<file path="config.mk">
export PLATFORM = sky130hd
export DESIGN_NAME = mem_arbiter
export DESIGN_NICKNAME = d
export VERILOG_FILES = /design/src/rtl/mem_arb_pkg.sv /design/src/rtl/rr_arbiter2.sv /design/src/rtl/mem_arbiter.sv
export SDC_FILE = /design/constraint.sdc
export NUM_CORES = 1
export LEC_CHECK = 0
export CAP_MARGIN = 20
export CORE_MARGIN = 2
export CORE_UTILIZATION = 43
export DETAILED_ROUTE_END_ITERATION = 8
export PLACE_DENSITY = 0.92
export SYNTH_ARGS = -nofsm -noshare
export SYNTH_HDL_FRONTEND = slang
export SYNTH_SLANG_ARGS = --single-unit
export TNS_END_PERCENT = 20
</file>
<file path="constraint.sdc">
create_clock -name clk -period 2.75 [get_ports clk]
set_input_delay 0.55 -clock clk [delete_from_list [all_inputs] [get_ports clk]]
set_output_delay 0.55 -clock clk [all_outputs]
set_load 0.01 [all_outputs]
</file>
<file path="src/rtl/mem_arb_pkg.sv">
// Shared types for the instruction/data memory arbiter.
// Holds the FSM state encoding and grant identifiers.
package mem_arb_pkg;

   typedef enum logic [1:0] {
      IDLE   = 2'd0,
      ACCESS = 2'd1,
      WAIT   = 2'd2,
      RESP   = 2'd3
   } state_e;

   localparam logic GNT_I = 1'b0;
   localparam logic GNT_D = 1'b1;

   function automatic logic [1:0] gnt_onehot(input logic id);
      return (id == GNT_D) ? 2'b10 : 2'b01;
   endfunction

endpackage

</file>
<file path="src/rtl/rr_arbiter2.sv">
// Two-way round-robin select between fetch (bit 0) and data (bit 1).
// On contention the requester that did not win last time gets the grant.
module rr_arbiter2
   import mem_arb_pkg::*;
(
   input  logic [1:0] req,
   input  logic       last,
   output logic [1:0] gnt
);

   always_comb begin
      gnt = 2'b00;
      unique case (req)
         2'b01:   gnt = 2'b01;
         2'b10:   gnt = 2'b10;
         2'b11:   gnt = (last == GNT_D) ? gnt_onehot(GNT_I)
                                        : gnt_onehot(GNT_D);
         default: gnt = 2'b00;
      endcase
   end

endmodule

</file>
<file path="src/rtl/mem_arbiter.sv">
// Shares one single-port RAM between a fetch port and a load/store port.
// One transaction in flight: IDLE -> ACCESS -> WAIT -> RESP -> IDLE.
module mem_arbiter
   import mem_arb_pkg::*;
#(
   parameter int ADDR_W = 32,
   parameter int DATA_W = 32
) (
   input  logic              clk,
   input  logic              rst_n,
   input  logic              i_req_valid,
   output logic              i_req_ready,
   input  logic [ADDR_W-1:0] i_req_addr,
   output logic              i_rsp_valid,
   output logic [DATA_W-1:0] i_rsp_data,
   input  logic              d_req_valid,
   output logic              d_req_ready,
   input  logic [ADDR_W-1:0] d_req_addr,
   input  logic              d_req_we,
   input  logic [DATA_W-1:0] d_req_wdata,
   output logic              d_rsp_valid,
   output logic [DATA_W-1:0] d_rsp_data,
   output logic [ADDR_W-1:0] mem_addr,
   output logic              mem_we,
   output logic [DATA_W-1:0] mem_wd,
   input  logic [DATA_W-1:0] mem_rd
);

   state_e            state_q, state_d;
   logic              last_q, last_d;
   logic              id_q, id_d;
   logic [ADDR_W-1:0] addr_q, addr_d;
   logic              we_q, we_d;
   logic [DATA_W-1:0] wd_q, wd_d;
   logic [DATA_W-1:0] i_rdata_q, i_rdata_d;
   logic [DATA_W-1:0] d_rdata_q, d_rdata_d;

   logic [1:0]        req;
   logic [1:0]        gnt;
   logic              idle;
   logic              hs_i;
   logic              hs_d;

   assign req = {d_req_valid, i_req_valid};

   rr_arbiter2 u_rr (
      .req  (req),
      .last (last_q),
      .gnt  (gnt)
   );

   // Readiness is gated by rst_n so nothing is accepted during reset.
   assign idle        = (state_q == IDLE) && rst_n;
   assign i_req_ready = idle && gnt[GNT_I];
   assign d_req_ready = idle && gnt[GNT_D];
   assign hs_i        = i_req_valid && i_req_ready;
   assign hs_d        = d_req_valid && d_req_ready;

   always_comb begin
      state_d   = state_q;
      last_d    = last_q;
      id_d      = id_q;
      addr_d    = addr_q;
      we_d      = we_q;
      wd_d      = wd_q;
      i_rdata_d = i_rdata_q;
      d_rdata_d = d_rdata_q;
      unique case (state_q)
         IDLE: begin
            if (hs_i) begin
               state_d = ACCESS;
               last_d  = GNT_I;
               id_d    = GNT_I;
               addr_d  = i_req_addr;
               we_d    = 1'b0;
               wd_d    = '0;
            end else if (hs_d) begin
               state_d = ACCESS;
               last_d  = GNT_D;
               id_d    = GNT_D;
               addr_d  = d_req_addr;
               we_d    = d_req_we;
               wd_d    = d_req_wdata;
            end
         end
         ACCESS: state_d = WAIT;
         WAIT: begin
            state_d = RESP;
            if (id_q == GNT_I) begin
               i_rdata_d = mem_rd;
            end else begin
               d_rdata_d = we_q ? '0 : mem_rd;
            end
         end
         RESP:    state_d = IDLE;
         default: state_d = IDLE;
      endcase
   end

   always_ff @(posedge clk) begin
      if (!rst_n) begin
         state_q   <= IDLE;
         last_q    <= GNT_D;
         id_q      <= GNT_I;
         addr_q    <= '0;
         we_q      <= 1'b0;
         wd_q      <= '0;
         i_rdata_q <= '0;
         d_rdata_q <= '0;
      end else begin
         state_q   <= state_d;
         last_q    <= last_d;
         id_q      <= id_d;
         addr_q    <= addr_d;
         we_q      <= we_d;
         wd_q      <= wd_d;
         i_rdata_q <= i_rdata_d;
         d_rdata_q <= d_rdata_d;
      end
   end

   // A reset landing mid-store must not let the write reach the RAM.
   assign mem_addr    = addr_q;
   assign mem_wd      = wd_q;
   assign mem_we      = (state_q == ACCESS) && we_q && rst_n;

   assign i_rsp_valid = (state_q == RESP) && (id_q == GNT_I);
   assign d_rsp_valid = (state_q == RESP) && (id_q == GNT_D);
   assign i_rsp_data  = i_rdata_q;
   assign d_rsp_data  = d_rdata_q;

   always_ff @(posedge clk) begin
      if (rst_n) begin
         assert (!(i_rsp_valid && d_rsp_valid));
         assert (gnt != 2'b11);
         assert (!(i_req_ready && d_req_ready));
      end
   end

endmodule
</file>
* Word-level counts from Yosys, hierarchy flattened
Cells that the tools add are included.
W data, S select, Z words.
** Word-level totals
- Bits in registers :: 133
- Bits of input ports :: 133
- Output and inout bits :: 133
- Logic and storage cells :: 44
** Operators by class
- Equal/unequal tests :: 7
- Muxes and demuxes :: 14
- Bitwise logic cells :: 1
- Reductions and logical operators :: 14
** Operators with widths (count)
- $mux W32 :: 5
- $logic_and A1 B1 Y1 :: 9
- $eq A2 B2 Y1 const B :: 4
- $pmux W2 S4 :: 1
- $mux W2 :: 3
- $pmux W2 S3 :: 1
- $reduce_and A2 Y1 :: 3
- $eq A2 B1 Y1 const B :: 2
- $mux W1 :: 4
- $ne A3 B3 Y1 const B :: 1
- $logic_not A2 Y1 :: 1
- $reduce_bool A2 Y1 :: 1
- $not A1 Y1 :: 1

* Longest topological paths before layout
Gate-level depths: netlist (run 1).
- Depth in word-level cells :: 7
- Gate-level depth with buffers :: 8
- Depth with buffers taken out :: 5

* Cells and area by module
A second synthesis (run 1) with hierarchy kept.
** Unflattened totals
- Cells, all modules :: 505
- Area, all modules :: 5396.4 um^2
** Modules (own cells, without submodules)
- mem_arbiter :: instances 1, cells an instance 502, area each 5377.7 um^2, sequential area each 2662.6 um^2
- rr_arbiter2 :: instances 1, cells an instance 3, area each 18.8 um^2, sequential area each 0.0 um^2

* Worst setup path after synthesis (run 1)
OpenSTA, ideal clock, no wires.
- Kind :: reg-to-output
- Start :: reg state_q[0]
- End :: out i_req_ready
- Arrival time :: 1.388 ns
- Required time :: 2.200 ns
- Slack :: 0.812 ns
- Stages on the path, launching flop included :: 9
- Buffers on the path :: 3
- Cells stage by stage :: dfxtp_1 > inv_1 > ha_1 > buf_4 > nand3_2 > or2_1 > buf_2 > buf_6 > inv_1
** On the way
- Longest elaborated chain between the ends :: 3
** RTL lines
- from (decl) :: RTL line mem_arbiter.sv:29 : state_e state_q, state_d;
- from (signal assigned) :: RTL line mem_arbiter.sv:111 : state_q <= state_d;
- $logic_not A2 Y1 :: RTL line mem_arbiter.sv:53 : assign idle = (state_q == IDLE) && rst_n;
- $logic_and A1 B1 Y1 :: RTL line mem_arbiter.sv:53
- $logic_and A1 B1 Y1 :: RTL line mem_arbiter.sv:54 : assign i_req_ready = idle && gnt[GNT_I];
- to (decl) :: RTL line mem_arbiter.sv:12 : output logic i_req_ready,
Every way passes these cells.

* Worst setup path after layout (run 1)
- Start :: reg state_q[0]
- End :: out d_req_ready
** On the way
- Longest elaborated chain between the ends :: 3
** RTL lines
- $logic_not A2 Y1 :: RTL line mem_arbiter.sv:53
- $logic_and A1 B1 Y1 :: RTL line mem_arbiter.sv:53
- $logic_and A1 B1 Y1 :: RTL line mem_arbiter.sv:55 : assign d_req_ready = idle && gnt[GNT_D];
- to (decl) :: RTL line mem_arbiter.sv:17 : output logic d_req_ready,
Every way passes these cells.

==> metrics, run 1 <==
status finished clean; total congestion overflow 0; largest net degree at the start of global routing 68; post-synthesis async set-or-reset flop share 0%; met2 Usage GRT 44.4%; clock slew at reported path FFs 0.05 ns; Die Height 115 microns; Initial DRC Count 587; Reg2Reg Setup Slack 0.94 ns; global-route wire length before repair 27.3 mm; vias per cell 5.57; TritonRoute pass-1 iters 5; Mapped Nets 757; share of the synthesized area in the top cell type 50.3%; hold path startpoint d_rsp_data[15]$_SDFFE_PN0P_; drt drc 0; # Max-Cap Violations 0; Min-Delay Path Class flip-flop to flip-flop; Crit Path Class flip-flop to primary output; CP Capture Type primary output; P&R area growth vs syn 63.4%; clock sink count 133; post-synthesis sequential area ratio 50.3%; Most Used Layer, Global Route met2; worst hold slack 0.448 ns; initial antenna violation count 0; I/O pin count 266; CP required 2.20 ns; Post-CTS Repair Setup Buffers 0; fin cells 1,017; Register-to-Register Path Depth 7; synth warn 0; Synth top cells by count dfxtp_1 (133), nand2_1 (99), a21oi_1 (65), nor2_1 (65), clkbuf_1 (43); die footprint 13,200 sq um; ant diodes 0; die width 115 microns; layout cells sized above 1 6.67%; Nets 995; fillers 907; Cells after Synth 619; Worst Hold End d_rsp_data[15]$_SDFFE_PN0P_; #FFs+latches synth 133; Post-Layout Inst Area 8640 sq um; Tot Pwr 6.78 mW; endpoints failing setup 0; clk buf depth 2; GRT Total Usage 26.2%; Synth area leaders dfxtp_1 (50%), nand2_1 (7.0%), a21oi_1 (6.2%); Critical Path Fanout Max 10; Root Driver clkbuf_16; # rows 40; placed insts 985; Post-synth EDFFs 0; slew at the pin closest to its max-slew limit 0.491 ns; RR Startpoint state_q[0]$_SDFFE_PN0P_; initial core utilization 44.0%; Yosys top cell by area dfxtp_1; Setup Skew 0.00508 ns; Main synth FF type dfxtp_1; Post-Syn Area 5290 sq um; vias in the first global route 5,407; dpl hpwl 11.9 mm; Lkg Pwr 3.01 nW; CTS tree yes; drt total wl 17.7 mm; drt wl/cell 17.4 microns; Fin. Hold Viols 0; H-tree depth 4; core area 12,000 sq um; Num CTS Buffers 17; Setup crit start kind flip-flop; Clock Latency Late Sink 0.41 ns; Routed Antenna Nets 0; Vias 5,664; min Tclk post-route 2.67 ns; Final Core Density 72.0%; VDD IR max 0.000502 V; Hold Path Depth 2; routability cong. 0.826; library cells used by synthesis 30; IO Port Bufs 265; most frequent cell after synthesis dfxtp_1; met1 usage 30.4%; grt met3 use 9.38%; final worst-path cycle share 97.1%; Synth Area per Inst 8.54 sq um; pwr/cell area 785 nW/um^2; Rel. slew slack 67.1%; worst endpoint data arrival time 2.12 ns; count of pins over their slew limit 0; Worst R2R End i_rsp_data[11]$_SDFFE_PN0P_; FMAX 0.375 GHz; DP Area 8040 sq um
==> report_power, final <==
part / internal (mW) / switching [mW]
logic: 1.01 / 1.17
clock network: 1.42 / 0.802
registers: 2.22 / 0.152
total: 4.65 / 2.13
==> per-stage QoR <==
step,setup WS [ns],setup TNS [ns]
3_5_place_dp,0.0380,0
2_1_floorplan,0.812,0
6_report,0.0798,0
4_1_cts,0.0238,0
3_3_place_gp,0.0507,0
5_1_grt,-0.0124,-0.0239
==> area by class of cell <==
type	count	area [sq um]	share of cell area, %
Clock inverter	9	100	1.16
Inverter	5	18.8	0.217
Multi-Input combinational cell	413	2320	26.8
Timing Repair Buffer	287	2870	33.2
Tap cell	147	184	2.13
Sequential cell	133	2660	30.8
Clock buffer	23	488	5.65
==> how the worst max path moves through the flow <==
stage	start	endpoint	slack, ns	cells after the start
floorplan	state_q[0]$_SDFFE_PN0P_	i_req_ready	0.81	8
global placement	rst_n	d_req_ready	0.05	4
detailed placement	rst_n	d_req_ready	0.04	4
CTS	state_q[0]$_SDFFE_PN0P_	i_req_ready	0.02	6
global route	state_q[0]$_SDFFE_PN0P_	i_req_ready	-0.01	6
finish	state_q[0]$_SDFFE_PN0P_	d_req_ready	0.08	5
==> logic make-up (layout without fill, tap and decap cells) <==
logic type | Yosys count | count (layout) | synth area share (%)
and+or+nand+nor | 239 | 239 | 22.1
DFF | 133 | 133 | 50.3
AOI/OAI and AO/OA | 169 | 169 | 20.3
buffers and inverters | 73 | 324 | 6.13
adders and majority gates | 5 | 5 | 1.18
==> placed cells by master, fill, tap and decap left out, types with 2 or more instances in the layout <==
master,synthesis,layout
clkdlybuf4s50_1,0,264
dfxtp_1,133,133
nand2_1,99,99
nor2_1,65,65
a21oi_1,65,65
a211oi_1,33,33
a32oi_1,33,33
nor4_1,32,32
o21ai_0,32,32
nand4b_1,32,32
buf_4,2,18
clkbuf_16,0,17
clkinv_2,0,5
inv_1,4,4
ha_1,5,4
clkbuf_8,0,4
buf_12,0,4
and3_1,2,2
and2_1,2,2
nor2b_2,0,2
bufinv_16,0,2
clkbuf_1,43,2
clkinvlp_4,0,2
==> registers in the layout, indices dropped and copies added, names as in the netlist <==
register and cells:
mem_addr 32, d_rsp_data 32, we_q 1, id_q 1, last_q 1, state_q 2
mem_wd 32, i_rsp_data 32
==> timing repair <==
action / CTS / global route
gates resized for setup: 1 / 2
setup endpoints to repair: 2 / 2
hold buffers: 0 / 0
hold endpoints to repair: 0 / 0
==> metal layers <==
metal  vias to the layer above  part of all wire, %  wire length [microns]
li1                       2709                    -                      -
met1                      2642                   39                   6910
met2                       281                   50                   8830
met3                        32                  9.0                   1590
met4                         0                  2.1                    365
met5                         -                    0                      0
==> worst max-delay path, stage by stage (launching register included) <==
cell and delay, ns:
dfxtp_1 0.33, inv_1 0.17, ha_4 0.23, and3_1 0.18
and2_1 0.18, clkdlybuf4s50_1 0.62
Power figures use the tool's default switching activity.
==> inputs of run 2 (changes only) <==
Settings changed: CORE_ASPECT_RATIO from default to 0.8.
==> run 2 against run 1 <==
Critical endpoint is now i_req_ready. Hold slack improved by 0.0021 ns. Critical path type is now primary input to primary output. Clock skew increased by 0.0049 ns. Die area about the same. Maximum frequency grew 2.0%. Routed wire length up 1.9%. Non-clock buffer count fell by 2. Count of clock-buffer cells in the layout decreased by 3.
==> metrics, run 2 (synthesis gave the netlist of run 1 again) <==
total congestion overflow 0; Bufs and invs on worst path 3; RSZ-0062 raised after global routing false; vias in the first global route 5,602; drt wl/cell 17.7 microns; Post-CTS Repair Setup Buffers 0; Num CTS Buffers 17; fin cells 1,020; routability cong. 0.818; most frequent CP cell clkdlybuf4s50_1; most frequent cells in the layout clkdlybuf4s50_1 (265), dfxtp_1 (133), nand2_1 (99); Vias 5,739; placed insts 988; final worst-path cycle share 95.2%; slew at the pin closest to its max-slew limit 0.623 ns; CTS tree yes; Crit Path Class primary input to primary output; Clock Latency Late Sink 0.41 ns; dpl hpwl 12.2 mm; post-CTS sizing 0; Setup Skew 0.00994 ns; Root Driver clkbuf_16; IO Port Bufs 265; cts hold-fix bufs 0; initial antenna violation count 0; core area 12,100 sq um; FMAX 0.382 GHz; Nets 993; Lkg Pwr 2.99 nW; count of pins over their slew limit 0; Post-Layout Inst Area 8620 sq um; clock sink count 133; I/O pin count 266; CP Capture Type primary output; VDD IR max 0.000473 V; TritonRoute pass-1 iters 7; delay-heaviest family, CP buffers and inverters; die width 128 microns; H-tree depth 4; Critical Path Fanout Max 5; critical path's largest stage delay 0.56 ns; pwr/cell area 798 nW/um^2; global-route wire length before repair 28.2 mm; Tot Pwr 6.88 mW; Setup WS post-layout 0.133 ns; min Tclk post-route 2.62 ns; Setup crit start kind primary input; clock slew at reported path FFs 0.05 ns; crit path cell chain clkdlybuf4s50_1, nand3_2, or2_1, inv_1, clkdlybuf4s50_1; layout cells sized above 1 6.22%; Fin. Hold Viols 0; largest net degree at the start of global routing 101; vias per cell 5.63; # rows 36; setup_tns 0 ns; Rel. slew slack 58.4%; worst endpoint data arrival time 2.07 ns; CP required 2.20 ns; # Max-Cap Violations 0; drt total wl 18.0 mm; Placement Setup Slack 0.134 ns; die footprint 13,200 sq um; P&R area growth vs syn 63.0%; GRT Total Usage 26.9%; CP max-delay cell clkdlybuf4s50_1; ant diodes 0; Initial DRC Count 295; Routed Antenna Nets 0; drt drc 0; status finished clean; DP Area 8010 sq um; worst hold slack 0.450 ns; Die Height 103 microns; Min-Delay Path Class flip-flop to flip-flop; clk buf depth 2; Final Core Density 71.4%; initial core utilization 43.8%; fillers 868; endpoints failing setup 0; leading cell type in the layout, fill and taps excluded clkdlybuf4s50_1
run 2: cell types whose count changed in the layout (fill, tap and decap cells not counted), moves of 2 or more:
cell / previous run / this run
clkinv_4: 0 / 2
clkinv_2: 5 / 3
clkbuf_8: 4 / 0
inv_6: 0 / 2
bufinv_16: 2 / 4
buf_12: 4 / 2
run 2: path summary, 6_finish.rpt:
check | depth (start not counted) | end | from | slack [ns]
max | 5 | i_req_ready | rst_n | 0.13
min | 2 | d_rsp_data[27]$_SDFFE_PN0P_ | d_rsp_data[27]$_SDFFE_PN0P_ | 0.45
max reg2reg | 7 | i_rsp_data[9]$_SDFFE_PN0P_ | state_q[0]$_SDFFE_PN0P_ | 0.71
min reg2reg | 2 | d_rsp_data[27]$_SDFFE_PN0P_ | d_rsp_data[27]$_SDFFE_PN0P_ | 0.45
run 2: area by class of cell:
| class | instances | area [sq um] | share of cell area (%) |
|---|---|---|---|
| repair buffers | 285 | 2830 | 32.8 |
| flip-flops and latches | 133 | 2660 | 30.9 |
| multi-input cells | 413 | 2310 | 26.8 |
| clock buffers | 20 | 437 | 5.07 |
| well taps | 152 | 190 | 2.21 |
| clock inverters | 12 | 178 | 2.06 |
| inverters | 5 | 18.8 | 0.218 |
run 2: routing by layer:
layer  part of all wire [%]  up-vias  routed length [microns]  global-route usage [%]
met5                      0        -                        0                       0
met4                    2.1        0                      375                    10.5
met3                    8.3       26                     1490                    8.44
met2                     50      266                     8960                    47.1
met1                     40     2747                     7210                    31.3
li1                       -     2700                        -                       -
run 2: worst reg2reg max path: stages, from the launching register on:
cell     delay [ns]
dfxtp_1        0.33
inv_1          0.13
ha_1           0.18
buf_4          0.20
nor2b_2        0.54
buf_4          0.35
nand2_1        0.10
a21oi_1        0.13
run 2: power by group:
group	internal [mW]	switching, mW	total, mW
Combinational	0.975	1.15	2.12
Clock	1.52	0.840	2.36
Sequential	2.22	0.172	2.39
==> inputs of run 3 (changes only) <==
Settings changed: CORE_MARGIN 2 to 8, CORE_UTILIZATION 43 to 44, PLACE_DENSITY 0.92 to 0.93, SYNTH_HIERARCHICAL from default to 1.
==> run 3 against run 2 <==
Sequential share of layout area is 0.53 points lower. Routed wire length is 2.0% higher. Clock skew is 0.0051 ns lower. Synthesized cell count is 18% lower. Die area is 22% higher. Power is 6.3% lower. Largest cell class unchanged. Register-to-register slack better by 0.20 ns. Global-route usage is 4.7 points lower. Core utilization is 1.3 points higher. Critical path depth is 1 lower.
==> metrics, run 3 <==
Synth Area per Inst 10.7 sq um; clk buf depth 2; critical path's largest stage delay 0.56 ns; slew at the pin closest to its max-slew limit 0.404 ns; Fin. Hold Viols 0; CP max-delay cell clkdlybuf4s50_1; Root Driver clkbuf_16; Final Core Density 72.7%; post-synthesis sequential area ratio 49.3%; clock sink count 133; #FFs+latches synth 133; Post-synth EDFFs 0; Register-to-Register Path Depth 7; GRT Total Usage 22.3%; Setup Skew 0.00488 ns; worst endpoint data arrival time 2.11 ns; most frequent cells in the layout clkdlybuf4s50_1 (264), dfxtp_1 (133), nand2_1 (99); core area 12,100 sq um; RSZ-0062 raised after global routing false; Lkg Pwr 3.31 nW; most frequent cell after synthesis dfxtp_1; Post-Syn Area 5400 sq um; vias per cell 5.29; Routed Antenna Nets 0; H-tree depth 4; status finished clean; pwr/cell area 735 nW/um^2; fillers 774; drt wl/cell 19.8 microns; P&R area growth vs syn 62.6%; Nets 899; Die Height 115 microns; vias in the first global route 5,214; global-route wire length before repair 28.1 mm; drt total wl 18.4 mm; total congestion overflow 0; Min-Delay Path Class flip-flop to flip-flop; cts hold-fix bufs 0; I/O pin count 266; clock group share of total power 38.1%; synth warn 6; # rows 36; Setup crit start kind primary input; leading cell type in the layout, fill and taps excluded clkdlybuf4s50_1; layout cells sized above 1 11.1%; VDD IR max 0.000416 V; FMAX 0.375 GHz; Main synth FF type dfxtp_1; CP Capture Type primary output; Vias 4,908; post-synthesis async set-or-reset flop share 0%; die width 140 microns; largest net degree at the start of global routing 45; Mapped Nets 642; Worst Setup SP i_req_valid; # Max-Cap Violations 0; final worst-path cycle share 96.9%; Num CTS Buffers 17; Clock Latency Late Sink 0.42 ns; min Tclk post-route 2.66 ns; Sequential Power Share 36.0%; Post-CTS Repair Setup Buffers 0; Reg2Reg Setup Slack 0.91 ns; Worst R2R End d_rsp_data[10]$_SDFFE_PN0P_; library cells used by synthesis 32; endpoints failing setup 0; CP required 2.20 ns; Logic pwr share 25.9%; initial antenna violation count 0; Rel. slew slack 73.0%; Critical Path Fanout Max 4; routability cong. 0.805; ant diodes 0; clock slew at reported path FFs 0.05 ns; Crit Path Class primary input to primary output; share of the synthesized area in the top cell type 49.3%; TritonRoute pass-1 iters 7; most frequent CP cell clkdlybuf4s50_1; RR Startpoint state_q[0]$_SDFFE_PN0P_; CTS tree yes; Critical Path End i_req_ready; sw frac 28.1%; Initial DRC Count 242; dpl hpwl 13.6 mm; initial core utilization 44.7%; switching power 1.81 mW; drt drc 0; die footprint 16,100 sq um; Synth area leaders dfxtp_1 (49%), a21boi_1 (9.0%), o2bb2ai_2 (8.3%); crit path cell chain clkdlybuf4s50_1, a21boi_1, and3_1, clkdlybuf4s50_1; setup_tns 0 ns; Yosys top cell by area dfxtp_1; Internal 4.64 mW; Synth top cells by count dfxtp_1 (133), nand2_1 (99), a21boi_1 (65), a22o_1 (33); Cells after Synth 505; IO Port Bufs 265; count of pins over their slew limit 0
-- run 3: changes by cell type after synthesis, sizes merged, moves of 30 or more --
| cell | change |
|---|---|
| mux2i | +32 |
| o2bb2ai | +32 |
| nor2 | -63 |
| a21oi | -62 |
| nor4 | -32 |
| a22o | +34 |
| a21boi | +67 |
| o21ai | -30 |
| a32oi | -33 |
| a211oi | -33 |
-- run 3: stage by stage --
stage | worst slack, ns | power [mW] | std cells | hold slack (ns) | instance area, sq um
after floorplan | 1.04 | 3.18 | 505 | 0.468 | 5400
after global placement | 0.0979 | 3.95 | 895 | 0.437 | 8130
after detailed placement | 0.0621 | 4.02 | 895 | 0.445 | 8130
after CTS | 0.0205 | 6.48 | 927 | 0.453 | 8770
after global routing | 0.0319 | 6.69 | 927 | 0.469 | 8770
final | 0.0852 | 6.45 | 927 | 0.449 | 8770
-- run 3: how the worst min path moves through the flow --
stage,startpoint,end,slack (ns),depth (start not counted)
finish,d_rsp_data[24]$_SDFFE_PN0P_,d_rsp_data[24]$_SDFFE_PN0P_,0.45,2
global route,i_rsp_data[6]$_SDFFE_PN0P_,i_rsp_data[6]$_SDFFE_PN0P_,0.47,2
CTS,i_rsp_data[6]$_SDFFE_PN0P_,i_rsp_data[6]$_SDFFE_PN0P_,0.45,2
detailed placement,i_rsp_data[6]$_SDFFE_PN0P_,i_rsp_data[6]$_SDFFE_PN0P_,0.45,2
global placement,d_rsp_data[18]$_SDFFE_PN0P_,d_rsp_data[18]$_SDFFE_PN0P_,0.44,2
floorplan,state_q[1]$_SDFFE_PN0P_,state_q[1]$_SDFFE_PN0P_,0.47,2
-- run 3: layer usage --
layer / vias to the layer above / GRT usage [%] / part of all wire, %
met2: 276 / 38.9 / 49
met1: 2277 / 22.9 / 38
li1: 2321 / - / -
met5: - / 0 / 0
met3: 34 / 10.5 / 11
met4: 0 / 9.24 / 2.4
-- run 3: cells by family (layout without fill, tap and decap cells) --
logic type / after synthesis / after routing / share of synthesized area, %
buffers and inverters: 51 / 321 / 5.29
flip-flops: 133 / 133 / 49.3
multiplexers: 32 / 32 / 5.94
adder cells (fa/ha/maj): 4 / 4 / 0.927
AO/OA/AOI/OAI: 141 / 141 / 24.7
AND/OR/NAND/NOR: 144 / 144 / 13.8
-- run 3: cell type report --
cell class              count  area (sq um)  share of cell area, %
clock inverters             7           141                   1.61
flip-flops and latches    133          2660                   30.4
clock buffers              25           505                   5.76
repair buffers            284          2800                   31.9
well taps                 152           190                   2.17
multi-input cells         321          2450                   27.9
inverters                   5          18.8                  0.214
-- run 3: power groups by stage --
| stage | clock network [mW] | logic (mW) | registers [mW] |
|---|---|---|---|
| after floorplan | 0 | 0.755 | 2.43 |
| after detailed placement | 0 | 1.67 | 2.35 |
| after global routing | 2.57 | 1.78 | 2.34 |
| final | 2.46 | 1.67 | 2.32 |
| after CTS | 2.48 | 1.68 | 2.32 |
| after global placement | 0 | 1.61 | 2.34 |
-- run 3: critical path: cells and delay by family --
kind	cells	cell delay [ns]
buffers and inverters	2	1.11
AND/OR/NAND/NOR	1	0.18
AO/OA/AOI/OAI	1	0.27
-- run 3: repair_timing --
action,CTS,global route
gates resized for setup,0,1
endpoints found under the setup margin,0,1
hold endpoints to repair,0,0
